`config.mk`:
```
export PLATFORM = sky130hd
export DESIGN_NAME = wb_trace_buf
export DESIGN_NICKNAME = d
export VERILOG_FILES = /design/src/rtl/wb_trace_buf_pkg.sv /design/src/rtl/wb_trace_fifo.sv /design/src/rtl/wb_trace_buf.sv
export SDC_FILE = /design/constraint.sdc
export NUM_CORES = 1
export LEC_CHECK = 0
export CELL_PAD_IN_SITES_DETAIL_PLACEMENT = 2
export CELL_PAD_IN_SITES_GLOBAL_PLACEMENT = 2
export CORE_MARGIN = 2
export CORE_UTILIZATION = 40
export DETAILED_ROUTE_END_ITERATION = 8
export PLACE_DENSITY_LB_ADDON = 0.1
export SYNTH_ARGS = -nofsm -noshare
export SYNTH_HDL_FRONTEND = slang
export SYNTH_HIERARCHICAL = 1
export SYNTH_SLANG_ARGS = --single-unit
```
`constraint.sdc`:
```
create_clock -name clk -period 4.5 [get_ports clk]
set_clock_uncertainty 0.2 [all_clocks]
set_input_delay 0.675 -clock clk [delete_from_list [all_inputs] [get_ports clk]]
set_output_delay 0.675 -clock clk [all_outputs]
set_load 0.02 [all_outputs]
```
`src/rtl/wb_trace_buf_pkg.sv`:
```
// -----------------------------------------------------------------------------
// wb_trace_buf_pkg
// Shared definitions for the write-back trace buffer:
//   - field widths of one trace entry (PC, destination register, data)
//   - the register-zero constant (writes to $0 are never traced)
//   - the packed trace entry type and the capture-filter helper
// -----------------------------------------------------------------------------
package wb_trace_buf_pkg;

  localparam int PC_W    = 32;
  localparam int ADDR_W  = 5;
  localparam int DATA_W  = 32;
  localparam int ENTRY_W = PC_W + ADDR_W + DATA_W;

  localparam logic [ADDR_W-1:0] REG_ZERO = 5'd0;

  typedef struct packed {
    logic [PC_W-1:0]   pc;
    logic [ADDR_W-1:0] addr;
    logic [DATA_W-1:0] data;
  } trace_entry_t;

  // A write-back is worth tracing only when it really changes architectural
  // state; $0 is hardwired to zero so its writes carry no information.
  function automatic logic is_capture(input logic en, input logic [ADDR_W-1:0] addr);
    return en && (addr != REG_ZERO);
  endfunction

endpackage

```
`src/rtl/wb_trace_fifo.sv`:
```
// -----------------------------------------------------------------------------
// wb_trace_fifo
// Synchronous FIFO with a registered head entry.
// Ports:
//   clk, reset  - single clock, synchronous active-high reset
//   push, din   - write request and data (ignored when full without a pop)
//   pop_req     - consumer ready; a pop happens when valid && pop_req
//   valid, dout - head entry present / head entry (all zeros when empty)
//   level       - exact occupancy 0..DEPTH
// The head is a dedicated register loaded one cycle after the entry is pushed,
// so the input never reaches dout combinationally.
// -----------------------------------------------------------------------------
module wb_trace_fifo
  import wb_trace_buf_pkg::*;
#(
  parameter int DEPTH = 8,
  parameter int W     = ENTRY_W,
  localparam int LVL_W = $clog2(DEPTH) + 1
) (
  input  logic             clk,
  input  logic             reset,
  input  logic             push,
  input  logic [W-1:0]     din,
  input  logic             pop_req,
  output logic             valid,
  output logic [W-1:0]     dout,
  output logic [LVL_W-1:0] level
);

  localparam int PTR_W = $clog2(DEPTH);

  logic [W-1:0]     mem_r [DEPTH];
  logic [PTR_W-1:0] wr_ptr_r;
  logic [PTR_W-1:0] rd_ptr_r;
  logic [PTR_W-1:0] rd_next_s;
  logic [LVL_W-1:0] count_r;
  logic [LVL_W-1:0] count_next_s;
  logic [W-1:0]     head_r;
  logic [W-1:0]     head_next_s;
  logic             valid_r;
  logic             push_s;
  logic             pop_s;
  logic             full_s;

  // Next-state computation: occupancy and the entry that will sit at the head.
  always_comb begin
    full_s    = (count_r == LVL_W'(DEPTH));
    pop_s     = pop_req & valid_r;
    // A full FIFO can still take a push when the head leaves this cycle.
    push_s    = push & (~full_s | pop_s);
    rd_next_s = rd_ptr_r + PTR_W'(1);

    case ({push_s, pop_s})
      2'b10:   count_next_s = count_r + LVL_W'(1);
      2'b01:   count_next_s = count_r - LVL_W'(1);
      default: count_next_s = count_r;
    endcase

    // Head after this edge: the next stored entry when popping, the incoming
    // entry when it becomes the only one, otherwise the current head. Zero
    // when nothing is left so the outputs never show stale data.
    if (count_next_s == LVL_W'(0)) begin
      head_next_s = {W{1'b0}};
    end else if (pop_s) begin
      if (count_r > LVL_W'(1)) begin
        head_next_s = mem_r[rd_next_s];
      end else begin
        head_next_s = din;
      end
    end else if (count_r == LVL_W'(0)) begin
      head_next_s = din;
    end else begin
      head_next_s = head_r;
    end
  end

  // Storage, pointers, occupancy and head register.
  always_ff @(posedge clk) begin
    if (reset) begin
      for (int i = 0; i < DEPTH; i++) begin
        mem_r[i] <= {W{1'b0}};
      end
      wr_ptr_r <= {PTR_W{1'b0}};
      rd_ptr_r <= {PTR_W{1'b0}};
      count_r  <= {LVL_W{1'b0}};
      head_r   <= {W{1'b0}};
      valid_r  <= 1'b0;
    end else begin
      if (push_s) begin
        mem_r[wr_ptr_r] <= din;
        wr_ptr_r        <= wr_ptr_r + PTR_W'(1);
      end
      if (pop_s) begin
        rd_ptr_r <= rd_next_s;
      end
      count_r <= count_next_s;
      head_r  <= head_next_s;
      valid_r <= (count_next_s != LVL_W'(0));
    end
  end

  assign valid = valid_r;
  assign dout  = head_r;
  assign level = count_r;

endmodule

```
`src/rtl/wb_trace_buf.sv`:
```
// -----------------------------------------------------------------------------
// wb_trace_buf
// Trace buffer for register-file write-backs.
// Ports:
//   clk, reset                  - single clock, synchronous active-high reset
//   wb_en, wb_pc, wb_addr, wb_data - write-back stage event
//   out_valid, out_ready        - head entry handshake (pop on valid && ready)
//   out_pc, out_addr, out_data  - head entry fields (zero while out_valid=0)
//   out_seq                     - sequence number of the head entry
//   level                       - current occupancy
//   overflow                    - sticky: at least one event was dropped
//   drop_cnt                    - saturating count of dropped events
// Writes to $0 are filtered out. Events arriving while full and not popping
// are dropped and do not consume a sequence number.
// -----------------------------------------------------------------------------
module wb_trace_buf
  import wb_trace_buf_pkg::*;
#(
  parameter int DEPTH = 8,
  parameter int CNT_W = 16
) (
  input  logic                     clk,
  input  logic                     reset,
  input  logic                     wb_en,
  input  logic [PC_W-1:0]          wb_pc,
  input  logic [ADDR_W-1:0]        wb_addr,
  input  logic [DATA_W-1:0]        wb_data,
  output logic                     out_valid,
  input  logic                     out_ready,
  output logic [PC_W-1:0]          out_pc,
  output logic [ADDR_W-1:0]        out_addr,
  output logic [DATA_W-1:0]        out_data,
  output logic [CNT_W-1:0]         out_seq,
  output logic [$clog2(DEPTH):0]   level,
  output logic                     overflow,
  output logic [CNT_W-1:0]         drop_cnt
);

  localparam int LVL_W  = $clog2(DEPTH) + 1;
  localparam int FIFO_W = CNT_W + ENTRY_W;

  logic              capture_s;
  logic              pop_s;
  logic              full_s;
  logic              store_s;
  logic              drop_s;
  logic [CNT_W-1:0]  seq_r;
  logic [CNT_W-1:0]  drop_cnt_r;
  logic              overflow_r;
  logic [FIFO_W-1:0] fifo_din_s;
  logic [FIFO_W-1:0] fifo_dout_s;
  logic              fifo_valid_s;
  logic [LVL_W-1:0]  fifo_level_s;
  trace_entry_t      head_s;

  // Capture filter and store/drop decision; the entry is tagged with the
  // current sequence number on its way into the FIFO.
  always_comb begin
    capture_s  = is_capture(wb_en, wb_addr);
    pop_s      = fifo_valid_s & out_ready;
    full_s     = (fifo_level_s == LVL_W'(DEPTH));
    store_s    = capture_s & (~full_s | pop_s);
    drop_s     = capture_s & full_s & ~pop_s;
    fifo_din_s = {seq_r, wb_pc, wb_addr, wb_data};
  end

  // Sequence counter, sticky overflow flag and saturating drop counter.
  always_ff @(posedge clk) begin
    if (reset) begin
      seq_r      <= {CNT_W{1'b0}};
      overflow_r <= 1'b0;
      drop_cnt_r <= {CNT_W{1'b0}};
    end else begin
      if (store_s) begin
        seq_r <= seq_r + CNT_W'(1);
      end
      if (drop_s) begin
        overflow_r <= 1'b1;
      end
      if (drop_s && (drop_cnt_r != {CNT_W{1'b1}})) begin
        drop_cnt_r <= drop_cnt_r + CNT_W'(1);
      end
    end
  end

  wb_trace_fifo #(
    .DEPTH (DEPTH),
    .W     (FIFO_W)
  ) u_fifo (
    .clk     (clk),
    .reset   (reset),
    .push    (store_s),
    .din     (fifo_din_s),
    .pop_req (out_ready),
    .valid   (fifo_valid_s),
    .dout    (fifo_dout_s),
    .level   (fifo_level_s)
  );

  assign head_s    = trace_entry_t'(fifo_dout_s[ENTRY_W-1:0]);
  assign out_valid = fifo_valid_s;
  assign out_pc    = head_s.pc;
  assign out_addr  = head_s.addr;
  assign out_data  = head_s.data;
  assign out_seq   = fifo_dout_s[FIFO_W-1 -: CNT_W];
  assign level     = fifo_level_s;
  assign overflow  = overflow_r;
  assign drop_cnt  = drop_cnt_r;

endmodule

```
Word-level counts from Yosys, hierarchy flattened
Memories as Yosys holds them, arrays and structs flattened.
Index checks and enable logic that the tools add are counted.
{"block": "classes", "mux": 12, "n_bitwise": 8, "n_reduce_logical": 9, "n_lt_le_gt_ge": 1, "add_sub_neg": 6, "eq_ne": 4}
{"operator": "2-to-1 mux 85 bit", "count": 4}
{"operator": "OR reduction 85 bit", "count": 1}
{"operator": "adder 16 x 1 -> 16 bit (second input constant)", "count": 2}
{"operator": "inequality test 16 bit (second input constant)", "count": 1}
{"operator": "logical NOT 4 bit", "count": 2}
{"operator": "case mux 4 bit (2 select lines)", "count": 1}
{"operator": "adder 3 x 1 -> 3 bit (second input constant)", "count": 2}
{"operator": "2-to-1 mux 1 bit", "count": 6}
{"operator": "AND 1 bit", "count": 5}
{"operator": "nonzero test 5 bit", "count": 1}
{"operator": "adder 4 x 1 -> 4 bit (second input constant)", "count": 1}
{"operator": "== test 4 bit (second input constant)", "count": 1}
{"operator": "greater-than comparator 4 x 1 -> 1 bit (second input constant)", "count": 1}
{"operator": "nonzero test 4 bit", "count": 1}
{"operator": "subtractor 4 x 1 -> 4 bit (second input constant)", "count": 1}
{"operator": "2-to-1 mux 3 bit", "count": 1}
{"operator": "== test 2 x 1 -> 1 bit (second input constant)", "count": 1}
{"operator": "== test 2 bit (second input constant)", "count": 1}
{"operator": "logical AND 1 bit", "count": 2}
{"operator": "NOT 1 bit", "count": 2}
{"operator": "nonzero test 2 bit", "count": 1}
{"operator": "OR reduction 2 bit", "count": 1}
{"operator": "OR 1 bit", "count": 1}
{"block": "totals", "ramBits": 680, "reg_bits": 129, "elab_cells": 49, "inputBits": 73, "n_memories": 1}
{"memory": "u_fifo.mem_r", "depth": 8, "width": 85, "read_ports": 1, "rd_clocked_by_memory_dff": 0, "wr": 8, "line": "wb_trace_fifo.sv:32", "text": "logic [W-1:0] mem_r [DEPTH];"}

Depth between registers and ports, before layout
{"block": "depth", "word_depth": 10, "mapped_depth": 14}

Hierarchy
The synthesis kept the hierarchy.
{"mod": "wb_trace_fifo", "area_each_um2": 35321.4, "n_inst": 1, "seq_area_each_um2": 22341.4, "cells_each": 2237}
{"mod": "wb_trace_buf", "area_each_um2": 1567.8, "n_inst": 1, "seq_area_each_um2": 660.6, "cells_each": 186}

Least setup slack after synthesis
Ideal clock, no wire load.
{"block": "synth_path", "kind": "input port to flip-flop", "startpoint": "input port out_ready", "endpoint": "memory u_fifo/mem_r[0][0] (netlist name) (enable)", "stages": 8, "setup_time_ns": 0.449, "setup_slack_ns": -0.046, "arrival_ns": 3.897, "path_cell_list": "nand2_1 and2_0 buf_2 nor2_1 o21ai_2 nor3_2 buf_2 or2_1"}
{"item": "start, declared", "line": "wb_trace_buf.sv:29", "text": "input logic out_ready,"}
{"item": "end, declared", "line": "wb_trace_fifo.sv:32"}

Worst setup path in the final report
{"block": "layout_path", "startpoint": "input port wb_addr[3]", "endpoint": "register u_fifo.head_r[48], in the netlist u_fifo/dout[48]"}
{"block": "layout_between", "elab_chain_cells": 8}
{"item": "start, declared", "line": "wb_trace_buf.sv:26", "text": "input logic [ADDR_W-1:0] wb_addr,"}
{"item": "nonzero test 5 bit (*)", "line": "wb_trace_buf_pkg.sv:26", "text": "return en && (addr != REG_ZERO);"}
{"item": "logical AND 1 bit (*)", "line": "wb_trace_buf_pkg.sv:26"}
{"item": "AND 1 bit (*)", "line": "wb_trace_buf.sv:62", "text": "store_s = capture_s & (~full_s | pop_s);"}
{"item": "net store_s", "line": "wb_trace_buf.sv:45", "text": "logic store_s;"}
{"item": "AND 1 bit (*)", "line": "wb_trace_fifo.sv:50", "text": "push_s = push & (~full_s | pop_s);"}
{"item": "== test 2 x 1 -> 1 bit / == test 2 bit (equally long branches)", "line": "wb_trace_fifo.sv:53", "text": "case ({push_s, pop_s})"}
{"item": "case mux 4 bit (2 select lines) (*)", "line": "wb_trace_fifo.sv:53"}
{"item": "logical NOT 4 bit (*)", "line": "wb_trace_fifo.sv:62", "text": "if (count_next_s == LVL_W'(0)) begin"}
{"item": "OR reduction 2 bit (no source line) (*)"}
{"item": "end signal, assigned", "line": "wb_trace_fifo.sv:86", "text": "head_r <= {W{1'b0}};"}
{"item": "end signal, assigned", "line": "wb_trace_fifo.sv:97", "text": "head_r <= head_next_s;"}
{"item": "end, declared", "line": "wb_trace_fifo.sv:38", "text": "logic [W-1:0] head_r;"}
The timed path passes the listed nets; every way through them passes the cells marked *.
A chain may end at the register's enable or synchronous reset.

==> impl_metrics.py <==
metrics = {
    "yosys": {
        "synth_edf_count": 680,
        "synth_cell_types": 57,
        "synth_top_flop_cell": "edfxtp_1",
        "ys_async_sr_fraction": 0,
        "syn_area_per_cell_um2": 15.22,
        "synth_seq_cells": 809,
        "yosys_warnings": 6,
        "synth_cells": 2423,
        "synth_area_mm2": 0.03689,
        "syn_nets": 2505,
        "ys_seq_area_frac": 0.6235,
    },
    "placed_design": {
        "portBuffers": 179,
        "placed_cell_area_mm2": 0.04048,
        "dp_hpwl_um": 63500,
        "gp_congestion": 0.7244,
    },
    "final_layout": {
        "layout.nets": 2659,
        "area_growth_pct": 17.75,
        "stdcell_area_mm2": 0.04344,
        "drive_above_1_share": 0.2154,
        "fillCellCount": 8490,
    },
    "cts": {
        "tritoncts": "done",
        "numCtsBuffers": 93,
        "clkLatencyLatePin_ps": 660,
        "cts.clk_slew.worst_paths_ps": 60,
        "clock_sinks": 809,
        "cts.repair.resized": 0,
        "cts-root-buf": "clkbuf_16",
        "hold_buffers": 0,
        "h-tree-depth": 3,
        "cts_max_path_buffers": 3,
        "cts_setup_buffers": 0,
    },
    "worst_setup_path": {
        "path_max_fanout": 16,
        "worstPathArrival_ps": 4530,
        "start_kind": "input port",
        "cp-end-kind": "flop",
        "worstSetupPathType": "in2reg",
        "worst-endpoint-required_ps": 4850,
    },
    "route": {
        "detail_route.vias_per_cell": 5.859,
        "routedWlPerCell_um": 31.15,
        "dr.first_iter.drc_count": 1725,
        "ant_nets": 0,
        "num_vias": 22520,
        "wl_um": 119700,
        "drtPass1Iterations": 5,
        "drc_errors": 0,
    },
    "timing": {
        "max_freq_mhz": 239.0,
        "fin_crit_ps": 4183,
        "maxSlewViolCount": 0,
        "holdWs_ps": 280.3,
        "period_share": 0.9296,
        "rsz0062_at_grt": "no",
        "finalHoldViolCount": 0,
        "setup_viol": 0,
        "slew_headroom": 0.2637,
        "worst_pin_slew_ps": 1098,
        "finalSetupTns_ps": 0,
    },
    "floorplanning": {
        "die_h_um": 307.7,
        "ios": 180,
        "dieWidth_um": 307.7,
        "row_count": 111,
        "start_util": 0.4031,
        "core-area_mm2": 0.09152,
        "dieArea_mm2": 0.09467,
    },
    "pwr": {
        "switching_power_uw": 6942,
        "p_leak_uw": 0.01514,
        "clkPwrFrac": 0.328,
        "seqPwrFrac": 0.411,
        "p_int_uw": 15850,
        "swShare": 0.3046,
        "p_per_area_mw_per_mm2": 524.6,
        "ir_worst_vdd_uv": 321.6,
        "total_power_uw": 22790,
        "pwr-share-comb": 0.261,
    },
    "worst_hold_path": {
        "hp-class": "reg2reg",
    },
    "flow_run": {
        "drv_cap": 0,
    },
    "global_routing": {
        "overflow": 0,
        "antenna_found_initial": 7,
        "grt_max_degree": 90,
        "grt_pass1_vias": 25360,
        "grtUsageTotal": 0.2556,
        "grt_pass1_wl_um": 176600,
    },
    "run_status": {
        "status": "completed",
    },
}
area by class of cell:
type / instances / area [µm²] / area share
Clock inverter: 43 / 396.6 / 0.009131
Clock buffer: 130 / 2559 / 0.05890
Sequential cell: 809 / 23010 / 0.5296
Timing Repair Buffer: 253 / 2855 / 0.06573
Antenna cell: 2 / 5.005 / 0.0001152
Multi-Input combinational cell: 1411 / 13100 / 0.3016
Inverter: 9 / 33.78 / 0.0007777
Tap cell: 1186 / 1484 / 0.03416
power groups by stage:
stage                     Combinational [µW]  Sequential [µW]  Clock (µW)
after floorplan                         3220             9740           0
after global placement                  5840             9480           0
after detailed placement                5960             9530           0
after CTS                               6000             9390        7640
after global routing                    6290             9440        7920
final                                   5950             9370        7470
per-layer routing:
metal | vias to the layer above | wire length, µm | global-route usage
met3 | 157 | 5468 | 0.03290
li1 | 9509 | - | -
met5 | - | 53 | 0
met2 | 616 | 60120 | 0.4413
met4 | 6 | 2072 | 0.06035
met1 | 12230 | 51990 | 0.3429
metrics by stage:
step	util	instances	setup slack, ps
final	0.4746	3843	316.6
after global routing	0.4746	3842	275.6
after CTS	0.4746	3841	397.9
after detailed placement	0.4423	3668	-248.6
after global placement	0.4423	3668	-110.4
after floorplan	-	2423	-46.13
flip-flops by register name, indices dropped and copies added (netlist names):
name / flops
drop_cnt: 16
u_fifo/valid: 1
overflow: 1
u_fifo/dout: 85
u_fifo/level: 4
u_fifo/rd_ptr_r: 3
u_fifo/wr_ptr_r: 3
u_fifo/mem_r: 680
seq_r: 16
critical path, cell delays in order:
cell and delay [ps]:
clkdlybuf4s50_1 570, or4_1 730, o21ai_1 400, buf_4 200, nor2_1 60, o21ai_2 80
buf_4 250, ha_1 330, nand2b_1 90, a41oi_1 420, a21oi_4 140, buf_12 180
buf_12 160, a31oi_1 230
worst paths after layout:
kind                                             to       startpoint  slack, ps  depth (start not counted)
worst max-delay path                u_fifo/dout[48]       wb_addr[3]        320                         14
worst min-delay path                       overflow         overflow        280                          2
worst max register to register  u_fifo/mem_r[7][42]  u_fifo/level[0]       1010                          7
worst min register to register             overflow         overflow        280                          2
logic make-up after synthesis:
logic type | after synthesis | share of synthesized area
AND/OR/NAND/NOR | 900 | 0.1524
XOR/XNOR | 22 | 0.005223
adder cells (fa/ha/maj) | 9 | 0.003053
multiplexers | 259 | 0.1319
AO/OA/AOI/OAI | 221 | 0.05800
flip-flops | 809 | 0.6235
buffers and inverters | 203 | 0.02588
cells in the final DEF, fill, tap and decap left out, types with 6 or more instances in the layout:
master	count
and2_1	682
edfxtp_1	680
clkdlybuf4s50_1	178
mux4_2	170
dfxtp_1	128
clkbuf_16	95
nand3b_1	87
o221ai_2	85
a31oi_1	85
mux2_2	76
buf_12	41
buf_4	33
nor2_1	31
clkbuf_1	30
nand2_1	21
clkinv_1	18
nand3_1	17
a21oi_1	16
xor2_1	15
clkinv_2	13
o21ai_0	10
mux2_4	10
nand4_1	9
or3_1	9
inv_1	8
ha_1	8
or2_4	8
bufinv_16	7
xnor2_1	6
synthesized netlist by cell type (4+ instances only):
cell type | count | area (µm²)
xor2_1 | 16 | 140.1
edfxtp_1 | 680 | 20420
and2_1 | 682 | 4267
a21oi_1 | 17 | 85.08
and3_1 | 5 | 31.28
or3_1 | 9 | 56.30
buf_2 | 82 | 410.4
nand3_1 | 17 | 85.08
dfxtp_1 | 129 | 2582
mux2_4 | 10 | 150.1
nand2_1 | 21 | 78.83
buf_6 | 11 | 123.9
a31oi_1 | 85 | 531.8
a211oi_1 | 4 | 30.03
ha_1 | 9 | 112.6
nand3b_1 | 87 | 653.1
o221ai_2 | 85 | 1276
inv_1 | 8 | 30.03
nor3_2 | 4 | 40.04
or4_1 | 4 | 30.03
mux4_2 | 170 | 3829
nor2_1 | 36 | 135.1
mux2_2 | 76 | 855.8
buf_1 | 7 | 26.28
or2_1 | 8 | 50.05
nand4_1 | 9 | 56.30
clkbuf_1 | 92 | 345.3
xnor2_1 | 6 | 52.55
o21ai_0 | 10 | 50.05
(Power assumes the default switching activity.)
